[src/rtl/mem_stream_pkg.sv]
// Shared types and constants for the memory stream controller.
package mem_stream_pkg;

  typedef enum logic [2:0] {
    LOAD,
    ISSUE,
    WAIT,
    CAPTURE,
    HOLD
  } state_t;

  localparam int unsigned RD_LATENCY_MAX = 3;
  localparam int unsigned LAT_W          = $clog2(RD_LATENCY_MAX + 1);

  // Word count spans 0..2**addr_width inclusive, so it needs one extra bit.
  function automatic int unsigned count_width(input int unsigned addr_width);
    return addr_width + 1;
  endfunction

endpackage

[src/rtl/mem_stream_ctrl.sv]
// Upstream controller for a single-port byte memory: loads a valid/ready byte
// stream into consecutive addresses, then drains the stored words in order
// onto a valid/ready output stream.
module mem_stream_ctrl
  import mem_stream_pkg::*;
#(
  parameter int unsigned ADDR_WIDTH = 9,
  parameter int unsigned DATA_WIDTH = 8,
  parameter int unsigned MEM_DEPTH  = 512,
  parameter int unsigned RD_LATENCY = 1
) (
  input  logic                  clk,
  input  logic                  rst,
  input  logic                  in_valid,
  output logic                  in_ready,
  input  logic [DATA_WIDTH-1:0] in_data,
  input  logic                  start,
  input  logic                  clear,
  output logic                  out_valid,
  input  logic                  out_ready,
  output logic [DATA_WIDTH-1:0] out_data,
  output logic [ADDR_WIDTH:0]   count,
  output logic                  full,
  output logic                  busy,
  output logic                  done,
  output logic                  mem_write,
  output logic                  mem_read,
  output logic [ADDR_WIDTH-1:0] mem_addr,
  output logic [DATA_WIDTH-1:0] mem_wdata,
  input  logic [DATA_WIDTH-1:0] mem_rdata
);

  localparam int unsigned       CNT_W     = count_width(ADDR_WIDTH);
  localparam logic [CNT_W-1:0]  DEPTH_C   = CNT_W'(MEM_DEPTH);
  localparam logic [LAT_W-1:0]  WAIT_LAST = LAT_W'((RD_LATENCY > 1) ? RD_LATENCY - 2 : 0);

  state_t             state, state_nxt;
  logic [CNT_W-1:0]   rd_ptr;
  logic [CNT_W-1:0]   rd_ptr_inc;
  logic [CNT_W-1:0]   count_inc;
  logic [LAT_W-1:0]   lat_cnt;
  logic               accept;
  logic               last_word;

  // A start pulse takes the slot, so no byte may be accepted alongside it.
  assign in_ready   = (state == LOAD) && !full && !start;
  assign accept     = in_valid && in_ready && !clear;
  assign rd_ptr_inc = rd_ptr + CNT_W'(1);
  assign count_inc  = count + CNT_W'(1);
  assign last_word  = (rd_ptr_inc == count);

  // State register.
  always_ff @(posedge clk or posedge rst) begin
    if (rst) state <= LOAD;
    else     state <= state_nxt;
  end

  // Next-state selection for the load/drain sequence.
  always_comb begin
    state_nxt = state;
    case (state)
      LOAD:    if (start && (count != '0)) state_nxt = ISSUE;
      ISSUE:   state_nxt = (RD_LATENCY > 1) ? WAIT : CAPTURE;
      WAIT:    if (lat_cnt == WAIT_LAST) state_nxt = CAPTURE;
      CAPTURE: state_nxt = HOLD;
      HOLD:    if (out_ready) state_nxt = last_word ? LOAD : ISSUE;
      default: state_nxt = LOAD;
    endcase
  end

  // Registered outputs, counters and memory command generation.
  always_ff @(posedge clk or posedge rst) begin
    if (rst) begin
      count     <= '0;
      full      <= 1'b0;
      busy      <= 1'b0;
      done      <= 1'b0;
      out_valid <= 1'b0;
      out_data  <= '0;
      mem_write <= 1'b0;
      mem_read  <= 1'b0;
      mem_addr  <= '0;
      mem_wdata <= '0;
      rd_ptr    <= '0;
      lat_cnt   <= '0;
    end else begin
      mem_write <= 1'b0;
      mem_read  <= 1'b0;
      done      <= 1'b0;
      case (state)
        LOAD: begin
          // start outranks clear; an empty store finishes immediately.
          if (start) begin
            if (count == '0) begin
              done <= 1'b1;
            end else begin
              busy     <= 1'b1;
              rd_ptr   <= '0;
              mem_read <= 1'b1;
              mem_addr <= '0;
            end
          end else if (clear) begin
            count <= '0;
            full  <= 1'b0;
          end else if (accept) begin
            mem_write <= 1'b1;
            mem_addr  <= count[ADDR_WIDTH-1:0];
            mem_wdata <= in_data;
            count     <= count_inc;
            full      <= (count_inc == DEPTH_C);
          end
        end
        ISSUE:   lat_cnt <= '0;
        WAIT:    lat_cnt <= lat_cnt + LAT_W'(1);
        CAPTURE: begin
          out_data  <= mem_rdata;
          out_valid <= 1'b1;
        end
        HOLD: begin
          if (out_ready) begin
            out_valid <= 1'b0;
            rd_ptr    <= rd_ptr_inc;
            if (last_word) begin
              done <= 1'b1;
              busy <= 1'b0;
            end else begin
              mem_read <= 1'b1;
              mem_addr <= rd_ptr_inc[ADDR_WIDTH-1:0];
            end
          end
        end
        default: ;
      endcase
    end
  end

endmodule

[config.mk]
export PLATFORM = sky130hd
export DESIGN_NAME = mem_stream_ctrl
export DESIGN_NICKNAME = d
export VERILOG_FILES = /design/src/rtl/mem_stream_pkg.sv /design/src/rtl/mem_stream_ctrl.sv
export SDC_FILE = /design/constraint.sdc
export NUM_CORES = 1
export LEC_CHECK = 0
export CORE_MARGIN = 2
export CORE_UTILIZATION = 35
export DETAILED_ROUTE_END_ITERATION = 6
export PLACE_DENSITY = 0.57
export RECOVER_POWER = 50
export SLEW_MARGIN = 25
export SYNTH_ARGS = -nofsm -noshare
export SYNTH_HDL_FRONTEND = slang
export SYNTH_SLANG_ARGS = --single-unit
[constraint.sdc]
create_clock -name clk -period 2.5 [get_ports clk]
set_input_delay 0.5 -clock clk [delete_from_list [all_inputs] [get_ports clk]]
set_output_delay 0.5 -clock clk [all_outputs]
set_load 0.005 [all_outputs]
; ---- Yosys cells after proc, flatten, opt, wreduce, memory -nomap -nowiden
; Index checks and enable logic that the tools add are counted.
[word_totals]
ff_bits = 56
out_inout_bits = 42
wordCells = 99
[classes]
add_sub_neg = 3
n_eq_ne = 16
muxes = 42
bitwise_logic = 2
reduce_logical = 23
[op_table]
columns = operator, n
row1 = $mux W9, 6
row2 = $mux W10, 5
row3 = $add A10 B1 Y10 const B, 2
row4 = $mux W1, 20
row5 = $pmux W10 S2, 1
row6 = $pmux W9 S2, 1
row7 = $pmux W3 S5, 1
row8 = $ne A2 B2 Y1 const B, 6
row9 = $eq A10 B10 Y1, 1
row10 = $eq A10 B10 Y1 const B, 1
row11 = $logic_not A10 Y1, 1
row12 = $reduce_bool A10 Y1, 1
row13 = $mux W3, 3
row14 = $ne A3 B3 Y1 const B, 3
row15 = $pmux W1 S2, 4
row16 = $reduce_and A4 Y1, 2
row17 = $reduce_bool A2 Y1, 4
row18 = $eq A3 B2 Y1 const B, 2
row19 = $reduce_and A3 Y1, 2
row20 = $reduce_and A6 Y1, 1
row21 = $logic_and A1 B1 Y1, 5
row22 = $reduce_and A5 Y1, 1
row23 = $pmux W2 S2, 1
row24 = $eq A3 B1 Y1 const B, 1
row25 = 8 further kinds, 11

; ---- Depth between registers and ports, before layout
[depth]
ltp_word = 9
mapped_depth = 9

; ---- Worst setup path before layout
; No wires, ideal clock.
[synth_path]
kind = register -> register
start = reg rd_ptr[0]
end = reg mem_addr[8]
setup_time_ns = 0.129
arrival_ns = 1.959
required_ns = 2.371
setup_slack_ns = 0.412
stages_incl_launch_ff = 9
n_path_buf = 1
period_less_slack_ns = 2.088
path_cell_list = dfrtp_1 > ha_1 > and3_1 > nand2_1 > nor2_1 > or4_4 > buf_2 > a31oi_1 > o21ai_0
[synth_between]
elab_chain_len = 4
elab_cells_between_ends = 7
[synth_rtl]
columns = item, line_no
row1 = "start, declared", mem_stream_ctrl.sv:38  ; logic [CNT_W-1:0] rd_ptr;
row2 = "start signal, assigned", mem_stream_ctrl.sv:122  ; rd_ptr <= rd_ptr_inc;
row3 = $add A10 B1 Y10 *, mem_stream_ctrl.sv:48  ; assign rd_ptr_inc = rd_ptr + CNT_W'(1);
row4 = $eq A10 B10 Y1 or $mux W9 (tied branches), "mem_stream_ctrl.sv:50, mem_stream_ctrl.sv:123"
row5 = $ne A2 B2 Y1 (no source line) or $mux W9 (tied branches), -
row6 = $reduce_and A6 Y1 (no source line) or $pmux W9 S2 (tied branches), -
row7 = "end signal, assigned", mem_stream_ctrl.sv:107  ; mem_addr <= count[ADDR_WIDTH-1:0];
row8 = "end signal, assigned", mem_stream_ctrl.sv:128  ; mem_addr <= rd_ptr_inc[ADDR_WIDTH-1:0];
row9 = "end, declared", mem_stream_ctrl.sv:28  ; output logic [ADDR_WIDTH-1:0] mem_addr,
; Mark *: on every way between the ends. The rest lies on a longest branch, timed or not. The select of a mux whose other input is x is not followed.
; A chain may end at the register's enable or synchronous reset.

; ---- Worst setup path in the final report
[layout_path]
start = reg rd_ptr[1]
end = reg mem_addr[8]
; Same word-level chain as after synthesis.

==> results.md <==
Final layout:
- In the final design database the tool counted 495 nets.
- The finished cells cover 0.004414 sq mm.
- Of the cells placed in the final design, the portion with a size suffix greater than 1 is 12.37%.
- 0 antenna diodes ended up in the layout.
- The area growth from synthesis to layout is 27.04%.
- Leaving out fill and tap cells, the most frequent cell in the layout is nand2_1.
- The library cells used most frequently in the layout, excluding fill and tap cells, are 71 x nand2_1, 61 x clkdlybuf4s50_1, 56 x dfrtp_1, 32 x o21ai_0, 28 x buf_4.

Clock tree:
- The number of clock sinks seen by CTS is 56.
- TritonCTS built the clock tree.
- Clock latency on the worst-skew pair, taken at its later pin, is 320 ps.
- The root cell of the clock tree is clkbuf_8.
- The clock-pin slew on the worst setup and hold paths is 110 ps.
- The clock passes through at most 2 buffers.
- The TritonCTS buffer count is 5.
- The number of buffers added to fix hold violations after cts is 0.
- Once the clock tree was built, the setup fixing pass inserted 0 buffers.
- In this run the number of H-tree levels came out at 2.

Routing:
- After detailed routing, the average wire length per cell comes to 16.17 microns.
- The first TritonRoute pass finished after 5 iterations.
- The residual DRC count is 0.
- The DRC violation total after the first TritonRoute iteration is 264.
- The final antenna-violating net count is 0.
- The routed design uses 4529 microns of met2 wire.
- For this block, wires on met1 add up to 4619 microns.
- Detailed routing placed a total of 443 microns of wire on met3.
- The highest layer used for signal routing is met4.
- The vias after detailed routing is 3184.
- Dividing the detail-routed via count by the number of cells gives 5.289.
- The sum of routed wire length over all layers is 9733 microns.

Synth:
- The portion of the post-synthesis area used by sequential elements is 40.33%.
- The commonest register cell after synthesis is dfrtp_1.
- Counting flops with a built-in enable in the synthesized netlist gives 0.
- Counting every net in the synthesized netlist gives 426.
- The total of warnings raised by yosys is 0.
- The async set or reset register ratio after synthesis is 100.0%.
- In this run, distinct cell masters in the synthesized netlist total 58.
- The cell count after synthesis came out at 399.
- Of the post-synthesis cell area, the dominant cell type holds 40.33%.
- The cell taking the most area after synthesis is dfrtp_1.
- Averaged over all synthesized cells, the footprint is 8.708 sq um.
- Sorting the synthesized cells by area gives the leading types as dfrtp_1 40%, nand2_1 7.7%, o21ai_0 4.6%.
- The synthesized design contains 56 register bits.
- The cell area after synthesis is 0.003475 sq mm.

Worst setup path:
- Together, buffers and inverters on the worst path number 0.
- The data arrival at the endpoint of the critical path is 2540 ps.
- The nature of the critical path endpoint is a flip-flop.
- In this run the number of cells on the critical path is 7.
- For the worst setup path, the data required time is 2740 ps.
- The worst register-to-register path has a depth of 7.
- Along the worst path, the maximum fanout reaches 12.
- In this design, the stage delay of the slowest critical-path cell is 590 ps.
- On the critical path, the stage with the largest delay is an instance of or4_4.
- The family with the most delay on the worst path is simple AND/OR/NAND/NOR gates.
- The worst setup path is launched from a flip-flop.
- The critical path class is flip-flop to flip-flop.
- The signal on the critical path passes through ha_1 > and3_1 > nand2_1 > nor2_1 > or4_4 > and3_4 > o21ai_0.

Floorplan:
- The placeable core region is 0.009684 sq mm.
- The starting density of the core is 35.88%.
- In this run the count of I/O pins placed on the die edge is 64.
- From left edge to right edge, the die measures 103.6 microns.
- The total die area is 0.01074 sq mm.
- The chip height is 103.6 microns.
- Row generation in the floorplan step produced 36 rows.

Power:
- Summed over all nets, the switching power comes to 1.460 mW.
- The clock power share is 14.0%.
- Sequential cells burn 35.9% of the power.
- After layout, the design draws a total of 3.787 mW.
- The share of power burned in combinational logic is 50.1%.
- The leakage power of the design is 1.899 nW.
- Net switching is 38.55% of the power.
- Internal power comes to 2.327 mW.
- IR analysis of the VDD net gives a maximum drop of 0.0004440 V.
- In this run the power density over the cells is 857.9 mW/mm^2.

STA:
- Derived from the worst setup path, the maximum achievable clock frequency is 0.4349 GHz.
- In the finished design, the share of the clock period the worst path needs comes to 91.97%.
- The number of pins exceeding their max-slew limit in the final report came to 0.
- The number of failing hold endpoints at the final stage is 0.
- Counting I/O delays and the setup requirement, the final critical path takes 2299 ps.
- Setup violations remaining at the end of the flow were counted as 0.
- The worst-margin pin slew is 1427 ps.
- The final setup skew is 13.68 ps.
- Setup repair after global routing left no endpoint under its margin.
- The worst pin sits at a relative slew slack of 4.847%.

GRT:
- The global-route total usage across every layer is 18.12%.
- For this run the aggregate overflow at the end of global routing stands at 0.
- The number of global-route vias before repair is 2964.
- The number of antenna violations at the first check in global routing is 0.
- The pin count of the biggest net entering global routing is 57.
- The first global-routing pass estimated 15730 microns of wire.

Placed design:
- The total of buffers placed on input and output ports is 63.
- Routability-driven placement finished with a final weighted congestion of 0.8574.
- Once detailed placement completed, the half-perimeter wirelength came to 6987 microns.
- The area of placed instances is 0.004367 sq mm.

Run:
- Max-cap violations in this run came to 0.

Worst hold path:
- The tightest min-delay check is of the flip-flop to flip-flop type.
- The cell depth of the worst min-delay path is 2.

Run status:
- The flow ran to the end, and the final reports show no timing, DRC or antenna violations.
## registers in the layout, summed over array words and instances, names as in the netlist
signal     flops
mem_read       1
full           1
busy           1
mem_wdata      8
mem_write      1
rd_ptr        10
state          3
count         10
done           1
mem_addr       9
out_data       8
lat_cnt        2
out_valid      1
## kinds of logic after synthesis
kind of cell | after synthesis | synth area share [%]
fa+ha+maj | 5 | 1.801
buf+inv | 44 | 6.086
flops | 56 | 40.33
simple gates | 160 | 24.16
compound gates | 108 | 20.42
mux | 9 | 2.917
xor+xnor | 17 | 4.285
## worst min-delay path, cell delays in order, from the launching register on
cell and delay, ps:
dfrtp_1 360, nand2_1 50, nand2_1 50
## routing by layer
| layer | up-vias | track usage (%) |
|---|---|---|
| met2 | 93 | 29.09 |
| met1 | 1531 | 26.20 |
| met3 | 13 | 2.140 |
| met4 | 0 | 4.247 |
| met5 | - | 0 |
| li1 | 1547 | - |
## layout make-up
| class | instances | area, sq um |
|---|---|---|
| Inverter | 11 | 41.29 |
| Fill cell | 992 | 5270 |
| Sequential cell | 56 | 1401 |
| Timing Repair Buffer | 95 | 855.8 |
| Clock buffer | 6 | 72.57 |
| Tap cell | 133 | 166.4 |
| Clock inverter | 2 | 17.52 |
| Multi-Input combinational cell | 299 | 1859 |
## cell usage after synthesis, drive strengths merged (8+ instances only)
| library cell | instances |
|---|---|
| nand2b | 9 |
| dfrtp | 56 |
| nand3 | 12 |
| and3 | 11 |
| a31oi | 11 |
| xor2 | 8 |
| nand2 | 71 |
| inv | 11 |
| a22o | 10 |
| nor3 | 8 |
| a21oi | 9 |
| nor2 | 20 |
| o21ai | 45 |
| clkbuf | 8 |
| xnor2 | 9 |
| buf | 25 |
| mux2 | 9 |
| a211oi | 13 |
## metrics by stage
| step | hold WS, ps | util [%] | setup WS, ps | cells | setup TNS, ps |
|---|---|---|---|---|---|
| after floorplan | 469.7 | - | 412.4 | 399 | 0 |
| after global placement | 460.3 | 45.09 | -10.97 | 594 | -10.97 |
| after CTS | 491.5 | 46.01 | 175.1 | 602 | 0 |
| final | 483.6 | 45.58 | 200.8 | 602 | 0 |
| after detailed placement | 462.6 | 45.09 | -42.91 | 594 | -44.21 |
| after global routing | 527.4 | 45.58 | 46.68 | 602 | 0 |
## worst paths after layout
check | end | start | slack, ps
max | mem_addr[8] | rd_ptr[1] | 200
max reg2reg | mem_addr[8] | rd_ptr[1] | 200
max in group asynchronous | mem_addr[5] | rst | 540
min | out_valid | out_valid | 480
min in group asynchronous | out_data[3] | rst | 1080
min reg2reg | out_valid | out_valid | 480
## what timing repair did
item	in CTS	in global routing
hold endpoints to repair	0	0
endpoints found under the setup margin	1	0
gates resized for setup	1	0
## power by group through the flow
stage / Sequential (mW) / Clock (mW) / Combinational, mW
finish: 1.36 / 0.531 / 1.90
CTS: 1.36 / 0.551 / 1.93
floorplan: 1.35 / 0 / 1.07
global route: 1.40 / 0.587 / 2.07
detailed placement: 1.38 / 0 / 1.92
global placement: 1.37 / 0 / 1.90
Power figures use the tool's default switching activity.
